`config.mk`:
```
export PLATFORM = sky130hd
export DESIGN_NAME = ifmap_row_packer
export DESIGN_NICKNAME = d
export VERILOG_FILES = /design/src/rtl/ifmap_row_packer.sv
export SDC_FILE = /design/constraint.sdc
export NUM_CORES = 1
export LEC_CHECK = 0
export BUFFER_PORTS_ARGS = -buffer_cell sky130_fd_sc_hd__buf_2
export CAP_MARGIN = 5
export CORE_UTILIZATION = 30
export DETAILED_ROUTE_END_ITERATION = 8
export GPL_TIMING_DRIVEN = 1
export PLACE_DENSITY = 0.47
export SYNTH_ARGS = -nofsm -noshare
export SYNTH_HDL_FRONTEND = slang
export SYNTH_SLANG_ARGS = --single-unit
```
`constraint.sdc`:
```
create_clock -name clk -period 2.85 [get_ports clk]
set_input_delay 0.57 -clock clk [delete_from_list [all_inputs] [get_ports clk]]
set_output_delay 0.57 -clock clk [all_outputs]
set_load 0.1 [all_outputs]
```
`src/rtl/ifmap_row_packer.sv`:
```
// Frames a valid/ready pixel stream into tagged rows for the PE IFmap buffer.
// Each buffer word is {start_tag, end_tag, zero pad, pixel}; done pulses once per frame.
module ifmap_row_packer #(
  parameter int DATA_WIDTH = 6,
  parameter int BUF_WIDTH  = 8,
  parameter int LEN_WIDTH  = 5,
  parameter int ROWS_WIDTH = 8
) (
  input  logic                  clk,
  input  logic                  rst,
  input  logic                  start,
  input  logic [LEN_WIDTH-1:0]  row_len,
  input  logic [ROWS_WIDTH-1:0] num_rows,
  input  logic                  src_valid,
  input  logic [DATA_WIDTH-1:0] src_data,
  output logic                  src_ready,
  input  logic                  buf_full,
  output logic                  buf_wen,
  output logic [BUF_WIDTH-1:0]  buf_din,
  output logic                  busy,
  output logic                  done,
  output logic                  err_cfg,
  output logic [ROWS_WIDTH-1:0] row_count
);

  // state  | meaning
  // IDLE   | waiting for a valid start; cfg errors reported from here
  // STREAM | accepting pixels and writing tagged words into the buffer
  // FIN    | one-cycle done pulse, then back to IDLE
  typedef enum logic [1:0] {IDLE, STREAM, FIN} state_t;

  localparam logic [LEN_WIDTH-1:0]  LEN_ONE  = 1;
  localparam logic [ROWS_WIDTH-1:0] ROWS_ONE = 1;

  state_t                state;
  logic [LEN_WIDTH-1:0]  col;
  logic [LEN_WIDTH-1:0]  len_q;
  logic [ROWS_WIDTH-1:0] rows_q;
  logic [ROWS_WIDTH-1:0] row_count_q;
  logic                  err_q;
  logic                  xfer;
  logic                  last_col;
  logic                  last_row;

  assign src_ready = (state == STREAM) && !buf_full;
  assign xfer      = src_valid && src_ready;
  assign buf_wen   = xfer;
  assign last_col  = (col == len_q - LEN_ONE);
  assign last_row  = (row_count_q == rows_q - ROWS_ONE);
  assign busy      = (state == STREAM);
  assign done      = (state == FIN);
  assign err_cfg   = err_q;
  assign row_count = row_count_q;

  // Word is only driven while a transfer happens so the bus idles at zero.
  always_comb begin
    buf_din = '0;
    if (xfer) begin
      buf_din[DATA_WIDTH-1:0] = src_data;
      buf_din[BUF_WIDTH-1]    = (col == '0);
      buf_din[BUF_WIDTH-2]    = last_col;
    end
  end

  always_ff @(posedge clk) begin
    if (rst) begin
      state       <= IDLE;
      col         <= '0;
      row_count_q <= '0;
      len_q       <= '0;
      rows_q      <= '0;
      err_q       <= 1'b0;
    end else begin
      err_q <= 1'b0;
      case (state)
        IDLE: begin
          if (start) begin
            if ((row_len != '0) && (num_rows != '0)) begin
              len_q       <= row_len;
              rows_q      <= num_rows;
              col         <= '0;
              row_count_q <= '0;
              state       <= STREAM;
            end else begin
              err_q <= 1'b1;
            end
          end
        end
        STREAM: begin
          if (xfer) begin
            if (last_col) begin
              col         <= '0;
              row_count_q <= row_count_q + ROWS_ONE;
              if (last_row) state <= FIN;
            end else begin
              col <= col + LEN_ONE;
            end
          end
        end
        FIN:     state <= IDLE;
        default: state <= IDLE;
      endcase
    end
  end

endmodule

```
==> results_dict.tcl, run 1 <==
set metrics [dict create \
    ys_seq_area_frac 0.310 \
    holdCritPathClass "reg2reg" \
    hold_viol_final 0 \
    max_freq_ghz 0.372 \
    pwr-share-clk 0.350 \
    worstSetupEndpointType "primary output" \
    ys_warn_count 0 \
    peakVddDrop_v 0.000259 \
    maxSlewViolCount 0 \
    start_kind "register" \
    synth_nets 259 \
    cap_violations 0 \
    p_sw_mw 0.308 \
    fin_util 0.386 \
    crit_type "reg2out" \
    power_density_nw_per_um2 431 \
    drt_pass1_iterations 5 \
    outcome "finished, final reports clean" \
    core_um2 5990 \
    tightest_slew_ns 0.854 \
    pin_count 45 \
    cts_resized 0 \
    clk_path_buf_depth 2 \
    tritoncts "yes" \
    ys_types 45 \
    drive_gt1_frac 0.275 \
    avgSynthCellArea_um2 8.15 \
    finClkSkew_ns 0.00510 \
    vias 1785 \
    drt_iter0_markers 144 \
    swShare 0.310 \
    ys_dominant_reg_cell "dfxtp_1" \
    gr-total-overflow 0 \
    hold-worst-slack_ns 0.454 \
    cp.arrival_ns 2.12 \
    n_antenna_cell 0 \
    num_rows 28 \
    place_inst 344 \
    synth_area_um2 1880 \
    wire_per_inst_um 13.9 \
    grt.total_usage 0.161 \
    ant_nets 0 \
    initial_core_util 0.313 \
    cts_hold_buf 0 \
    layout.cells.non_filler 351 \
    io_buffers 44 \
    place_congestion 0.757 \
    clk_latency_ns 0.28 \
    critPathRequiredTime_ns 2.28 \
    clkSlewWorstSetupHoldPaths_ns 0.06 \
    dp_hpwl_mm 3.63 \
    cts_root_buf "clkbuf_8" \
    die_x_um 81.1 \
    p_int_mw 0.688 \
    p_leak_nw 0.903 \
    worst-path-max-fanout 4 \
    htree_levels 2 \
    grt_start_max_net_pins 25 \
    drcViolationCount 0 \
    async_flop_share 0 \
    wl_mm 4.86 \
    comb_power_share 0.216 \
    die_h_um 81.1 \
    grt_antenna_before_repair 0 \
    finalSetupViolations 0 \
    grt_pass1_vias 1567 \
    cts_setup_buffers 0 \
    syn2layout_area_growth_pct 23.3 \
    viasPerCell 5.09 \
    post-route-min-period_ns 2.69 \
    grt_pass1_wl_mm 7.89 \
    seqPwrFrac 0.435 \
    period_share 0.943 \
    rsz0062_at_grt "no" \
    ys_ff_latch 29 \
    synth_edf_count 0 \
    slew_headroom 0.429 \
    cts.sinks 29 \
    netlist_instances 230 \
    final_nets 305 \
    cts_made_buffers 5 \
    die-area_um2 6570 \
]
## critical path: stages, from the launching register on
cell and delay, ns:
dfxtp_1 0.38, inv_1 0.06, ha_1 0.30, xnor2_1 0.13
a211oi_2 0.31, o311a_2 0.26, nand2_1 0.12, clkinvlp_4 0.11
buf_12 0.16
## sequential cells by signal (all words and copies together), names as in the netlist
register and cells:
row_count 8, col 5, len_q 5, rows_q 8, state 2, err_cfg 1
## path summary, 6_finish.rpt
check | from | to | slack [ns] | cells past startpoint
max | len_q[0] | buf_din[6] | 0.16 | 8
min | rows_q[6] | rows_q[6] | 0.45 | 2
max reg2reg | len_q[0] | row_count[7] | 0.61 | 7
min reg2reg | rows_q[6] | rows_q[6] | 0.45 | 2
## per-layer routing
metal,track usage,part of all wire,vias to the layer above
met3,0.0427,0.055,6
li1,-,-,920
met2,0.247,0.44,48
met5,0,0,-
met1,0.217,0.50,811
met4,0.0536,0.013,0
## power groups by stage
stage | registers [mW] | logic (mW) | clock network [mW]
finish | 0.433 | 0.215 | 0.348
detailed placement | 0.443 | 0.215 | 0
global route | 0.435 | 0.237 | 0.375
floorplan | 0.439 | 0.163 | 0
CTS | 0.433 | 0.216 | 0.360
global placement | 0.442 | 0.215 | 0
## metrics by stage
step	cell area (um^2)	setup slack, ns	TNS [ns]	power, mW
6_report	2310	0.163	0	0.996
5_1_grt	2310	0.0471	0	1.05
4_1_cts	2310	0.140	0	1.01
3_5_place_dp	2230	0.454	0	0.658
3_3_place_gp	2230	0.474	0	0.657
2_1_floorplan	1910	-0.428	-0.811	0.602
## cell usage in the layout, fill, tap and decap left out, drive strengths merged, types with 6 or more instances in the layout
| cell | n |
|---|---|
| nand2 | 31 |
| buf | 50 |
| a211oi | 7 |
| nand2b | 7 |
| and3 | 7 |
| nor4 | 7 |
| clkbuf | 7 |
| inv | 9 |
| dfxtp | 29 |
| nor2 | 11 |
| mux2i | 6 |
| a21oi | 21 |
| nand4 | 8 |
| nand3 | 21 |
| xnor2 | 13 |
## Yosys cell counts (all sizes together) (3+ instances only)
| library cell | number | area (um^2) |
|---|---|---|
| a31oi | 4 | 25.0 |
| nand2b | 7 | 43.8 |
| dfxtp | 29 | 581 |
| nor3 | 3 | 15.0 |
| nor4 | 7 | 43.8 |
| clkbuf | 7 | 26.3 |
| ha | 5 | 62.6 |
| xnor2 | 13 | 114 |
| nand3 | 21 | 105 |
| nand2 | 31 | 119 |
| and3 | 7 | 43.8 |
| inv | 10 | 37.5 |
| nand4 | 8 | 50.1 |
| mux2i | 6 | 60.1 |
| buf | 4 | 28.8 |
| a211oi | 7 | 57.6 |
| a21oi | 21 | 116 |
| xor2 | 4 | 35.0 |
| nor2 | 11 | 41.3 |
## kinds of logic (layout without fill, tap and decap cells)
logic type,count (synthesis),count (layout),share of synthesized area
mux,6,6,0.0320
simple gates,106,106,0.295
compound gates,45,45,0.199
flops,29,29,0.310
buf+inv,22,68,0.0520
fa+ha+maj,5,5,0.0334
xor+xnor,17,17,0.0794
## cell type report
cell class | instances | area [um^2]
flip-flops and latches | 29 | 581
repair buffers | 50 | 280
fillers | 627 | 3680
multi-input cells | 179 | 1230
clock buffers | 7 | 86.3
well taps | 75 | 93.8
inverters | 11 | 46.3
Note: power is estimated with default switching activity, not from simulation.
==> run 2: changes to the inputs <==
--- a/config.mk
+++ b/config.mk
@@ -7,6 +7,7 @@
 export LEC_CHECK = 0
 export BUFFER_PORTS_ARGS = -buffer_cell sky130_fd_sc_hd__buf_2
 export CAP_MARGIN = 5
+export CORE_MARGIN = 2
 export CORE_UTILIZATION = 30
 export DETAILED_ROUTE_END_ITERATION = 8
 export GPL_TIMING_DRIVEN = 1
==> run 2 against run 1 <==
Setup slack better by 0.011 ns. Utilization down 0.13 points. Clock skew down 0.0022 ns. First-iteration DRC count down 51%. Critical path depth unchanged. Cell count down 0.28%.
==> results_dict.tcl, run 2 (synthesis gave the netlist of run 1 again) <==
set metrics [dict create \
    cts_root_buf "clkbuf_8" \
    drt_pass1_iterations 4 \
    cts_resized 0 \
    r2r_cells 7 \
    tightest_slew_ns 0.848 \
    n_antenna_cell 0 \
    worst-path-max-fanout 4 \
    critPathRequiredTime_ns 2.28 \
    wire_per_inst_um 13.2 \
    start_kind "register" \
    clk_path_buf_depth 2 \
    cap_violations 0 \
    grt_start_max_net_pins 25 \
    cts_setup_buffers 0 \
    htree_levels 2 \
    clkSlewWorstSetupHoldPaths_ns 0.06 \
    viasPerCell 5.05 \
    route.met2.wl_mm 1.90 \
    finalSetupViolations 0 \
    min_path_cells 2 \
    io_buffers 44 \
    grt_antenna_before_repair 0 \
    mostFrequentLayoutCells "buf_2, nand2_1, dfxtp_1, nand3_1, a21oi_1" \
    slowest_stage "dfxtp_1" \
    die_h_um 83.1 \
    cts.sinks 29 \
    cp-endpoint "buf_din[6]" \
    power_density_nw_per_um2 431 \
    syn2layout_area_growth_pct 22.9 \
    max_freq_ghz 0.374 \
    outcome "finished, final reports clean" \
    critPathTopFamily "compound AO/OA/AOI/OAI gates" \
    tritoncts "yes" \
    cts_made_buffers 5 \
    drt_iter0_markers 70 \
    maxSlewViolCount 0 \
    cp.arrival_ns 2.11 \
    dp_hpwl_mm 3.52 \
    clk_latency_ns 0.28 \
    final.setup.tns_ns 0 \
    place_congestion 0.732 \
    reg2reg_slack_ns 0.60 \
    crit_type "reg2out" \
    gr-total-overflow 0 \
    finClkSkew_ns 0.00289 \
    slowest_delay_ns 0.38 \
    rr_startpoint "len_q[0]" \
    grt_pass1_vias 1635 \
    worst-path-buf-inv 3 \
    vias 1767 \
    period_share 0.939 \
    hold-worst-slack_ns 0.460 \
    worstSetupEndpointType "primary output" \
    ant_nets 0 \
    power.total_mw 0.993 \
    p_leak_nw 0.898 \
    hold_viol_final 0 \
    die_x_um 83.1 \
    route.met3.wl_um 227 \
    final_common_cell "buf_2" \
    core_um2 5990 \
    highest_layer "met4" \
    drive_gt1_frac 0.273 \
    post-route-min-period_ns 2.68 \
    drcViolationCount 0 \
    grt_pass1_wl_mm 7.83 \
    wl_mm 4.63 \
    wl_met1_mm 2.42 \
    rsz0062_at_grt "no" \
    pin_count 45 \
    slew_headroom 0.433 \
    r2r-end "row_count[7]" \
    final_nets 304 \
    startpoint "len_q[0]" \
    peakVddDrop_v 0.000165 \
    initial_core_util 0.313 \
    die-area_um2 6900 \
    num_rows 28 \
    path_cells "inv_1 -> ha_1 -> xnor2_1 -> a211oi_2 -> o311a_2 -> nand2_1 -> clkinvlp_4 -> buf_12" \
    grt.total_usage 0.138 \
    cts_hold_buf 0 \
    holdCritPathClass "reg2reg" \
    cp_num_cells 8 \
]
[run 2: cell types whose count changed in the layout (fill, tap and decap cells not counted), sizes merged]
cell / before / now
buf: 50 / 49
[run 2: worst min-delay path by stage]
| stage | start | end | slack (ns) |
|---|---|---|---|
| floorplan | rows_q[6] | rows_q[6] | 0.44 |
| global placement | rows_q[6] | rows_q[6] | 0.45 |
| detailed placement | rows_q[6] | rows_q[6] | 0.45 |
| CTS | rows_q[6] | rows_q[6] | 0.46 |
| global route | rows_q[6] | rows_q[6] | 0.48 |
| finish | rows_q[6] | rows_q[6] | 0.46 |
[run 2: report_power, final]
group / leakage [nW] / internal, mW / total (mW) / switching, mW
logic: 0.617 / 0.0783 / 0.215 / 0.136
clock network: 0.0443 / 0.191 / 0.346 / 0.154
registers: 0.236 / 0.418 / 0.433 / 0.0142
total: 0.898 / 0.688 / 0.993 / 0.305
[run 2: worst min-delay path: stages, from the launching register on]
cell and delay (ns):
dfxtp_1 0.31, nand2_1 0.05, a21oi_1 0.05
[run 2: cell type report]
| class | count | area (um^2) |
|---|---|---|
| flip-flops and latches | 29 | 581 |
| well taps | 75 | 93.8 |
| clock buffers | 7 | 86.3 |
| inverters | 11 | 46.3 |
| repair buffers | 49 | 273 |
| multi-input cells | 179 | 1230 |
| fillers | 617 | 3680 |
[run 2: layer usage]
metal  GRT usage  vias to the layer above
met5           0                        -
met4      0.0462                        0
met3      0.0358                        8
met2       0.206                       48
met1       0.193                      793
li1            -                      918
[run 2: per-stage QoR]
stage | area [um^2] | std cells | utilization | worst slack, ns
after detailed placement | 2220 | 343 | 0.371 | 0.443
after global routing | 2310 | 350 | 0.385 | 0.00758
final | 2310 | 350 | 0.385 | 0.173
after CTS | 2310 | 350 | 0.385 | 0.136
after global placement | 2220 | 343 | 0.371 | 0.468
after floorplan | 1910 | 230 | - | -0.428
==> run 3: changes to the inputs <==
--- a/config.mk
+++ b/config.mk
@@ -10,7 +10,7 @@
 export CORE_MARGIN = 2
 export CORE_UTILIZATION = 30
 export DETAILED_ROUTE_END_ITERATION = 8
-export GPL_TIMING_DRIVEN = 1
+export GPL_TIMING_DRIVEN = 0
 export PLACE_DENSITY = 0.47
 export SYNTH_ARGS = -nofsm -noshare
 export SYNTH_HDL_FRONTEND = slang
==> run 3 against run 2 <==
Setup slack lost 0.014 ns. Sequential share of layout area fell by 0.11 points. Highest routed layer unchanged. Non-clock buffer count rose by 7. Critical path type unchanged. Combinational power barely moved. Largest power group unchanged.
==> results_dict.tcl, run 3 (synthesis gave the netlist of run 1 again) <==
set metrics [dict create \
    place_inst 349 \
    ant_nets 0 \
    rr_startpoint "len_q[0]" \
    finClkSkew_ns 0.00480 \
    grt_start_max_net_pins 11 \
    slew_headroom 0.558 \
    die_h_um 83.1 \
    drcViolationCount 0 \
    critPathRequiredTime_ns 2.28 \
    rsz0062_at_grt "no" \
    period_share 0.944 \
    peakVddDrop_v 0.000182 \
    p_leak_nw 0.900 \
    n_antenna_cell 0 \
    gr-total-overflow 0 \
    die_x_um 83.1 \
    drt_iter0_markers 50 \
    hold_viol_final 0 \
    clk_path_buf_depth 2 \
    syn2layout_area_growth_pct 23.5 \
    initial_core_util 0.313 \
    worstSetupEndpointType "primary output" \
    final_common_cell "buf_2" \
    cp.arrival_ns 2.12 \
    min_path_cells 2 \
    vias 1770 \
    drive_gt1_frac 0.261 \
    outcome "finished, final reports clean" \
    htree_levels 2 \
    post-route-min-period_ns 2.69 \
    min_from "rows_q[6]" \
    holdCritPathClass "reg2reg" \
    maxSlewViolCount 0 \
    r2r_cells 8 \
    final.setup.tns_ns 0 \
    tightest_slew_ns 0.661 \
    clk_latency_ns 0.28 \
    r2r-end "row_count[5]" \
    layout.cells.non_filler 358 \
    mostFrequentLayoutCells "buf_2, nand2_1, dfxtp_1, nand3_1, a21oi_1" \
    grt.total_usage 0.142 \
    core_um2 5990 \
    tritoncts "yes" \
    num_rows 28 \
    cts_made_buffers 5 \
    cts_hold_buf 0 \
    cap_violations 0 \
    die-area_um2 6900 \
    reg2reg_slack_ns 0.71 \
    max_freq_ghz 0.372 \
    start_kind "register" \
    wire_per_inst_um 13.1 \
    hold_end "rows_q[6]" \
    drt_pass1_iterations 4 \
    pin_count 45 \
    io_buffers 44 \
    crit_type "reg2out" \
    wl_mm 4.69 \
    place_congestion 0.740 \
    cts_root_buf "clkbuf_8" \
    grt_pass1_vias 1683 \
    dp_hpwl_mm 3.69 \
    grt_pass1_wl_mm 8.05 \
    cts.sinks 29 \
    finalSetupViolations 0 \
    power_density_nw_per_um2 419 \
    final_nets 311 \
    worst-path-max-fanout 4 \
    viasPerCell 4.94 \
    clkSlewWorstSetupHoldPaths_ns 0.06 \
    grt_antenna_before_repair 0 \
]
## run 3: worst max-delay path by stage
stage	startpoint	end	cells past startpoint
detailed placement	len_q[0]	buf_din[6]	8
CTS	len_q[0]	buf_din[6]	8
floorplan	buf_full	buf_din[7]	3
global placement	len_q[0]	buf_din[6]	8
global route	len_q[0]	buf_din[6]	8
finish	len_q[0]	buf_din[6]	8
## run 3: layout make-up
class / instances / area (um^2)
Fill cell: 638 / 3670
Inverter: 11 / 46.3
Multi-Input combinational cell: 179 / 1230
Sequential cell: 29 / 581
Buffer: 11 / 55.1
Clock buffer: 8 / 80.1
Timing Repair Buffer: 45 / 234
Tap cell: 75 / 93.8
## run 3: per-stage QoR
| step | setup WS (ns) | total power [mW] | instance area, um^2 | hold WS [ns] | util |
|---|---|---|---|---|---|
| after floorplan | -0.428 | 0.602 | 1910 | 0.436 | - |
| after global placement | 0.160 | 0.655 | 2220 | 0.450 | 0.371 |
| after detailed placement | 0.147 | 0.656 | 2220 | 0.453 | 0.371 |
| after CTS | 0.0269 | 0.988 | 2310 | 0.462 | 0.385 |
| after global routing | 0.0163 | 1.03 | 2320 | 0.479 | 0.387 |
| final | 0.159 | 0.971 | 2320 | 0.464 | 0.387 |
## run 3: power by group
group | leakage [nW] | internal (mW) | switching [mW] | total [mW]
registers | 0.236 | 0.418 | 0.0145 | 0.433
logic | 0.625 | 0.0775 | 0.136 | 0.213
clock network | 0.0395 | 0.173 | 0.152 | 0.325
total | 0.900 | 0.669 | 0.302 | 0.971
## run 3: critical path, cell delays in order, from the launching register on
cell and delay (ns):
dfxtp_1 0.38, inv_1 0.06, ha_1 0.24, or2b_1 0.24
a21boi_2 0.21, o311a_2 0.24, nand2_1 0.14, clkinvlp_4 0.10
buf_6 0.21
## run 3: timing repair
| action | 4_1_cts | 5_1_grt |
|---|---|---|
| endpoints found under the setup margin | 1 | 1 |
| gates cloned | 0 | 0 |
| resized for setup | 2 | 0 |
| buffers inserted | 0 | 1 |
| pin swaps | 0 | 1 |
## run 3: layer usage
metal	vias up	share of wire	track usage
met5	-	0	0
met4	0	0.015	0.0492
met3	7	0.051	0.0278
met2	47	0.44	0.224
met1	781	0.50	0.194
li1	935	-	-
